--- src/rtl/arb_mux_if.sv ---
// arb_mux_if: channel-side and output-side handshake bundle for arb_mux.
interface arb_mux_if #(
    parameter int WIDTH = 16,
    parameter int NCH   = 8,
    parameter int SELW  = 3
);
    logic                   mode;
    logic [SELW-1:0]        sel;
    logic [NCH*WIDTH-1:0]   in_data;
    logic [NCH-1:0]         in_valid;
    logic [NCH-1:0]         in_ready;
    logic [WIDTH-1:0]       out_data;
    logic                   out_valid;
    logic                   out_ready;
    logic [SELW-1:0]        out_ch;
    modport master (
        output mode, sel, in_data, in_valid, out_ready,
        input  in_ready, out_data, out_valid, out_ch
    );
    modport slave (
        input  mode, sel, in_data, in_valid, out_ready,
        output in_ready, out_data, out_valid, out_ch
    );
endinterface

--- src/rtl/arb_mux.sv ---
// arb_mux: N-channel arbiter (direct select or round-robin) feeding a one-word output register.
module arb_mux #(
    parameter int WIDTH = 16,
    parameter int NCH   = 8,
    parameter int SELW  = 3
) (
    input  logic       clk,
    input  logic       rst_n,
    arb_mux_if.slave   bus
);
    logic [WIDTH-1:0] out_data_q, out_data_d;
    logic             out_valid_q, out_valid_d;
    logic [SELW-1:0]  out_ch_q, out_ch_d;
    logic [SELW-1:0]  ptr_q, ptr_d;
    logic [SELW-1:0]  gnt, cand;
    logic             gnt_vld, load_en;

    always_comb begin
        gnt     = '0;
        gnt_vld = 1'b0;
        cand    = '0;
        if (!bus.mode) begin
            gnt = bus.sel;
            for (int k = 0; k < NCH; k++)
                if (bus.sel == SELW'(k) && bus.in_valid[k]) gnt_vld = 1'b1;
        end else begin
            // descending offsets so the channel nearest ptr is written last and wins
            for (int j = NCH - 1; j >= 0; j--) begin
                cand = SELW'((int'(ptr_q) + j) % NCH);
                if (bus.in_valid[cand]) begin
                    gnt     = cand;
                    gnt_vld = 1'b1;
                end
            end
        end
    end

    assign load_en = !out_valid_q || bus.out_ready;

    always_comb begin
        bus.in_ready = '0;
        for (int k = 0; k < NCH; k++)
            bus.in_ready[k] = rst_n && load_en && gnt_vld && gnt == SELW'(k);
    end

    always_comb begin
        out_data_d  = out_data_q;
        out_valid_d = out_valid_q;
        out_ch_d    = out_ch_q;
        ptr_d       = ptr_q;
        if (load_en) begin
            out_valid_d = gnt_vld;
            if (gnt_vld) begin
                out_data_d = bus.in_data[gnt*WIDTH +: WIDTH];
                out_ch_d   = gnt;
                if (bus.mode) ptr_d = (gnt == SELW'(NCH - 1)) ? '0 : gnt + 1'b1;
            end
        end
    end

    always_ff @(posedge clk or negedge rst_n) begin
        if (!rst_n) begin
            out_data_q  <= '0;
            out_valid_q <= 1'b0;
            out_ch_q    <= '0;
            ptr_q       <= '0;
        end else begin
            out_data_q  <= out_data_d;
            out_valid_q <= out_valid_d;
            out_ch_q    <= out_ch_d;
            ptr_q       <= ptr_d;
        end
    end

    assign bus.out_data  = out_data_q;
    assign bus.out_valid = out_valid_q;
    assign bus.out_ch    = out_ch_q;
endmodule

--- src/flat_wrapper.sv ---
// flat-port wrapper written by rule: the top's interface ports become plain ports
module arb_mux_flat 
#(
    parameter int WIDTH = 16,
    parameter int NCH   = 8,
    parameter int SELW  = 3
)
  (clk, rst_n, bus_mode, bus_sel, bus_in_data, bus_in_valid, bus_out_ready, bus_in_ready, bus_out_data, bus_out_valid, bus_out_ch);
  arb_mux_if #(.WIDTH(WIDTH), .NCH(NCH), .SELW(SELW)) bus_i ();
  input  logic clk;
  input  logic rst_n;
  input wire logic [$bits(bus_i.mode)-1:0] bus_mode;
  input wire logic [$bits(bus_i.sel)-1:0] bus_sel;
  input wire logic [$bits(bus_i.in_data)-1:0] bus_in_data;
  input wire logic [$bits(bus_i.in_valid)-1:0] bus_in_valid;
  input wire logic [$bits(bus_i.out_ready)-1:0] bus_out_ready;
  output wire logic [$bits(bus_i.in_ready)-1:0] bus_in_ready;
  output wire logic [$bits(bus_i.out_data)-1:0] bus_out_data;
  output wire logic [$bits(bus_i.out_valid)-1:0] bus_out_valid;
  output wire logic [$bits(bus_i.out_ch)-1:0] bus_out_ch;
  assign bus_i.mode = bus_mode;
  assign bus_i.sel = bus_sel;
  assign bus_i.in_data = bus_in_data;
  assign bus_i.in_valid = bus_in_valid;
  assign bus_i.out_ready = bus_out_ready;
  assign bus_in_ready = bus_i.in_ready;
  assign bus_out_data = bus_i.out_data;
  assign bus_out_valid = bus_i.out_valid;
  assign bus_out_ch = bus_i.out_ch;
  arb_mux #(.WIDTH(WIDTH), .NCH(NCH), .SELW(SELW)) u_core (.clk(clk), .rst_n(rst_n), .bus(bus_i));
endmodule
--- config.mk ---
export PLATFORM = sky130hd
export DESIGN_NAME = arb_mux_flat
export DESIGN_NICKNAME = d
export VERILOG_FILES = /design/src/rtl/arb_mux_if.sv /design/src/rtl/arb_mux.sv /design/src/flat_wrapper.sv
export SDC_FILE = /design/constraint.sdc
export NUM_CORES = 1
export LEC_CHECK = 0
export CORE_AREA = 2 2 92 94
export DETAILED_ROUTE_END_ITERATION = 12
export DIE_AREA = 0 0 94 96
export GPL_TIMING_DRIVEN = 0
export MAX_ROUTING_LAYER = met4
export PLACE_DENSITY = 0.83
export SLEW_MARGIN = 20
export SYNTH_ARGS = -nofsm -noshare
export SYNTH_HDL_FRONTEND = slang
export SYNTH_SLANG_ARGS = --single-unit
--- constraint.sdc ---
create_clock -name clk -period 5.3 [get_ports clk]
set_clock_uncertainty 0.2 [all_clocks]
set_input_delay 1.06 -clock clk [delete_from_list [all_inputs] [get_ports clk]]
set_output_delay 1.06 -clock clk [all_outputs]
set_load 0.02 [all_outputs]
# Yosys cells after proc, flatten, opt, wreduce, memory -nomap -nowiden
# Index checks and enable logic that the tools add are counted.
# totals
ff_bits	23
inputBits	143
# classes
n_reduce_logical	24
muxes	43
shifts	1
magnitude_cmp	8
n_eq_ne	14
addsub	8
# ops
op	n
128-bit by 8-bit variable part select with 16-bit output	1
3-bit by 4-bit < comparator with 1-bit output (second input constant)	8
3-bit 2-to-1 mux	10
1-bit 2-to-1 mux	25
1-bit binary-select mux with 3-bit select	8
3-bit == test (second input constant)	8
1-bit logical AND	18
3-bit adder (second input constant)	4
3-bit by 2-bit == test with 1-bit output (second input constant)	4
3-bit by 1-bit adder with 3-bit output (second input constant)	2
3-bit by 2-bit adder with 3-bit output (second input constant)	2
3-bit by 1-bit == test with 1-bit output (second input constant)	2
3-bit zero test	2
3-bit AND reduction	1
2-bit AND reduction	1
1-bit zero test	1
1-bit logical OR	1

# Depth between registers and ports, before layout
# depth
word_depth	14
mapped_depth	16
mapped_depth_nobuf	11

# Worst setup path after synthesis
# OpenSTA, ideal clock, no wires.
# synth_path
path_kind	register -> output
start	reg u_core.ptr_q[1]
end	out bus_in_ready[1]
arrival_ns	3.486
t_required_ns	4.040
stages_incl_launch_ff	15
slack_ns	0.554
path_buffers	4
cell_sequence	dfrtp_1 > buf_2 > buf_2 > inv_1 > ha_1 > buf_2 > mux4_2 > mux2i_1 > o21ai_1 > a31o_1 > nand4_1 > o221ai_4 > buf_4 > or3_1 > nor2_1
# synth_between
elab_chain_cells	14
word_cells_on_any_way	44
# synth_lines
item	line_no	text
start, declared	arb_mux.sv:14	logic [SELW-1:0] ptr_q, ptr_d;
start signal, assigned	arb_mux.sv:71	ptr_q <= ptr_d;
3-bit adder	arb_mux.sv:29	cand = SELW'((int'(ptr_q) + j) % NCH);
1-bit binary-select mux with 3-bit select	arb_mux.sv:30	if (bus.in_valid[cand]) begin
1-bit 2-to-1 mux (not written as such)	arb_mux.sv:30	
3-bit 2-to-1 mux or 1-bit 2-to-1 mux (tied branches) (8 in a row)	arb_mux.sv:30	
3-bit 2-to-1 mux or 1-bit 2-to-1 mux (tied branches)	arb_mux.sv:22	if (!bus.mode) begin
3-bit by 1-bit == test with 1-bit output or 1-bit logical AND (tied branches)	arb_mux.sv:43	bus.in_ready[k] = rst_n && load_en && gnt_vld && gnt == SELW'(k);
1-bit logical AND *	arb_mux.sv:43	
end, declared	flat_wrapper.sv:17	output wire logic [$bits(bus_i.in_ready)-1:0] bus_in_ready;
# Every way passes the cells marked *; elsewhere a longest branch is shown, timed or not. The select of a mux whose other input is x is not followed.

# Final worst setup path
# layout_path
start	in bus_in_valid[1]
end	out bus_in_ready[0]
# layout_between
elab_chain_cells	13
word_cells_on_any_way	45
# layout_lines
item	line_no	text
start, declared	flat_wrapper.sv:15	input wire logic [$bits(bus_i.in_valid)-1:0] bus_in_valid;
1-bit binary-select mux with 3-bit select	arb_mux.sv:30	
1-bit 2-to-1 mux (not written as such)	arb_mux.sv:30	
3-bit 2-to-1 mux or 1-bit 2-to-1 mux (tied branches) (8 in a row)	arb_mux.sv:30	
3-bit 2-to-1 mux or 1-bit 2-to-1 mux (tied branches)	arb_mux.sv:22	
3-bit zero test or 1-bit logical AND (tied branches)	arb_mux.sv:43	
1-bit logical AND *	arb_mux.sv:43	
# Marks and branches as above.

==> PnR_summary.wiki <==
{| class="wikitable"
! Metric !! Value
|-
| Average wire per cell in the routed design || 19.1 um
|-
| Die ar. || 9020 sq um
|-
| Register area || 576 sq um
|-
| Slew @ Worst Pin || 0.647 ns
|-
| Number of iterations in the first detailed-routing pass || 5
|-
| Commonest non-fill, non-tap cell in the layout || sky130_fd_sc_hd__clkdlybuf4s50_1
|-
| DR vias/cell || 5.60
|-
| Max H-tree Level || 1
|-
| Total of fill cells in the finished design || 676
|-
| Commonest non-fill, non-tap cells in the layout || sky130_fd_sc_hd__clkdlybuf4s50_1, sky130_fd_sc_hd__mux2_1, sky130_fd_sc_hd__nand2_1, sky130_fd_sc_hd__o22ai_1, sky130_fd_sc_hd__mux2_2
|-
| Maximum fanout encountered on the critical timing path || 10
|-
| Latest clock arrival within the worst-skew pair || 0.26 ns
|-
| Share of flip-flops with an asynchronous set or reset || 100%
|-
| CP startpoint kind || primary input
|-
| Die height || 96 um
|-
| Number of hold buffers added after CTS || 0
|-
| Relative slew slack || 56.9%
|-
| Root Buffer Master || sky130_fd_sc_hd__clkbuf_8
|-
| Number of clock sinks seen by CTS || 23
|-
| Initial Utilization || 39.3%
|-
| DRT iter0 DRCs || 170
|-
| Endpoint kind of the worst setup timing path || output port
|-
| Rows || 33
|-
| Result of the run || finished clean
|-
| Synth Net Count || 471
|-
| Post-synthesis to final-layout area growth || 63.5%
|-
| Final worst slack || 0.0793 ns
|-
| Worst hold slack across all endpoints || 0.290 ns
|-
| Routed wire length || 11.6 mm
|-
| Largest net degree at the start of global routing || 25
|-
| Number of global-route vias before repair || 3,490
|-
| Synthesized instance count || 326
|-
| Number of slew-limit violations in the final report || 0
|-
| Final Hold Fails || 0
|-
| Minimum setup slack among reg-to-reg paths || 1.21 ns
|-
| Post-route core utilization || 64.2%
|-
| Seq/Total Area, Yosys || 18.2%
|-
| Worst Hold Class || reg2reg
|-
| Multi-input gate area in the final layout || 2440 sq um
|-
| Clock slew at reported path FFs || 0.08 ns
|-
| Worst Path Arrival || 3.96 ns
|-
| Antenna violations before repair || 0
|-
| Netlist cell types || 50
|-
| Top FF cell, synth || sky130_fd_sc_hd__dfrtp_1
|-
| Ratio of total power to cell area || 532 nW/um^2
|-
| Antenna cell count || 0
|-
| Achievable clock frequency || 192 MHz
|-
| Synth warn || 0
|-
| Count of flip-flops with a built-in enable after synthesis || 0
|-
| Post-placement setup slack || -0.712 ns
|-
| Vias || 3,419
|-
| Final nets || 651
|-
| Mean cell area of the mapped netlist || 9.69 sq um
|-
| Data required time of the critical path || 4.04 ns
|-
| CTS tree || done
|-
| Residual DRC count || 0
|-
| Worst-case clock buffer depth || 2
|-
| Number of CTS-inserted buffers || 3
|-
| GRT Total Usage || 25.7%
|-
| Number of failing setup endpoints in the final timing report || 0
|-
| Minimum clock period after layout || 5.22 ns
|-
| Yosys reg bits || 23
|-
| Count of pins on the block boundary || 171
|-
| Total core area || 8050 sq um
|-
| Post-route fraction of the period consumed by the critical path || 98.5%
|-
| Remaining Overflow, GRT || 0
|-
| Die X || 94 um
|-
| Number of nets still failing antenna checks after routing || 0
|-
| Peak supply drop || 0.000237 V
|-
| Port Buffers || 168
|-
| Design Power || 2.75 mW
|-
| Static power due to leakage || 1.97 nW
|-
| Type of the worst setup path || in2out
|-
| Detail Placement HPWL || 9.42 mm
|-
| RePlAce Congestion || 0.904
|-
| Netlist area before placement || 3160 sq um
|-
| Ratio of cells with drive above 1 in the final layout || 23.8%
|-
| # Max-Cap Violations || 0
|-
| Wire length of the first global-routing pass || 17.6 mm
|}
## per-layer routing
| metal | up-vias | track usage, % | wire, um |
|---|---|---|---|
| li1 | 1611 | - | - |
| met1 | 1611 | 31.5 | 4510 |
| met2 | 172 | 43.8 | 6020 |
| met3 | 25 | 3.45 | 765 |
| met4 | 0 | 9.18 | 335 |
| met5 | - | - | 0 |
## worst max-delay path, stage by stage
cell and delay, ns:
sky130_fd_sc_hd__dlygate4sd2_1 0.32, sky130_fd_sc_hd__mux4_2 0.52, sky130_fd_sc_hd__buf_4 0.16, sky130_fd_sc_hd__nor3b_1 0.20, sky130_fd_sc_hd__a31oi_1 0.08, sky130_fd_sc_hd__o21a_1 0.22, sky130_fd_sc_hd__o311ai_4 0.35, sky130_fd_sc_hd__a41oi_2 0.19
sky130_fd_sc_hd__nand2_2 0.22, sky130_fd_sc_hd__clkbuf_4 0.26, sky130_fd_sc_hd__nor2_1 0.06, sky130_fd_sc_hd__dlygate4sd2_1 0.31
## sequential cells by signal (all words and copies together), names as in the netlist
| name | cells |
|---|---|
| u_core.bus.out_valid | 1 |
| u_core.bus.out_ch | 3 |
| u_core.ptr_q | 3 |
| u_core.bus.out_data | 16 |
## through the flow
| stage | area [sq um] | instances | setup TNS (ns) |
|---|---|---|---|
| floorplan | 3160 | 326 | 0 |
| global placement | 4970 | 599 | -4.40 |
| detailed placement | 4970 | 599 | -4.82 |
| CTS | 5100 | 608 | 0 |
| global route | 5170 | 610 | -0.00610 |
| finish | 5170 | 610 | 0 |
## repair_timing
action | 4_1_cts | 5_1_grt
pin swaps | 5 | 4
cloned | 0 | 0
endpoints found under the setup margin | 8 | 8
resized for setup | 34 | 21
setup buffers | 5 | 4
## logic make-up (layout without fill, tap and decap cells)
kind of cell	Yosys count	count (layout)	share of synthesized area (%)
muxes	99	99	39.9
AOI/OAI and AO/OA	87	87	21.7
and+or+nand+nor	75	75	10.7
buffers and inverters	36	215	7.24
DFF	23	23	18.2
xor gates and xnor gates	4	4	1.35
adders and majority gates	2	2	0.792
## synthesized netlist by cell type, types with 3 or more instances
cell                        n  share of area [%]
sky130_fd_sc_hd__mux2_1    38                 14
sky130_fd_sc_hd__nand2_1   36                4.3
sky130_fd_sc_hd__o22ai_1   34                6.7
sky130_fd_sc_hd__mux2_2    29                 10
sky130_fd_sc_hd__dfrtp_1   23                 18
sky130_fd_sc_hd__mux2i_1   17                5.4
sky130_fd_sc_hd__nor2_1    17                2.0
sky130_fd_sc_hd__o31ai_2   16                6.3
sky130_fd_sc_hd__mux4_2    14                 10
sky130_fd_sc_hd__buf_6     10                3.6
sky130_fd_sc_hd__a21oi_1    9                1.4
sky130_fd_sc_hd__buf_2      9                1.4
sky130_fd_sc_hd__clkbuf_1   7               0.83
sky130_fd_sc_hd__inv_1      6               0.71
sky130_fd_sc_hd__o21ai_0    6               0.95
sky130_fd_sc_hd__nand2b_1   5               0.99
sky130_fd_sc_hd__a211oi_1   4               0.95
sky130_fd_sc_hd__and3_1     3               0.59
sky130_fd_sc_hd__o21ai_1    3               0.47
sky130_fd_sc_hd__xor2_1     3               0.83
## power by group
group	switching [mW]	internal, mW
registers	0.0447	0.260
clock network	0.0568	0.0525
logic	1.21	1.12
## cell type report
cell class | instances | area share, %
sequential | 23 | 11.1
timing repair buffer | 177 | 33.4
clock inverter | 1 | 0.0969
clock buffer | 3 | 0.799
multi-input combinational | 267 | 47.2
inverter | 7 | 0.581
buffer | 27 | 4.17
tap | 105 | 2.54
## path summary, 6_finish.rpt
path / endpoint / from / cells after the start
worst max-delay path: bus_in_ready[0] / bus_in_valid[1] / 12
worst min-delay path: u_core.bus.out_data[6] / u_core.bus.out_data[6] / 2
worst max register to register: u_core.bus.out_data[8] / u_core.ptr_q[1] / 16
worst min register to register: u_core.bus.out_data[6] / u_core.bus.out_data[6] / 2
max in group asynchronous: u_core.bus.out_ch[2] / rst_n / 1
min in group asynchronous: u_core.bus.out_data[6] / rst_n / 1
No activity file was read; power rests on OpenSTA's default activity.
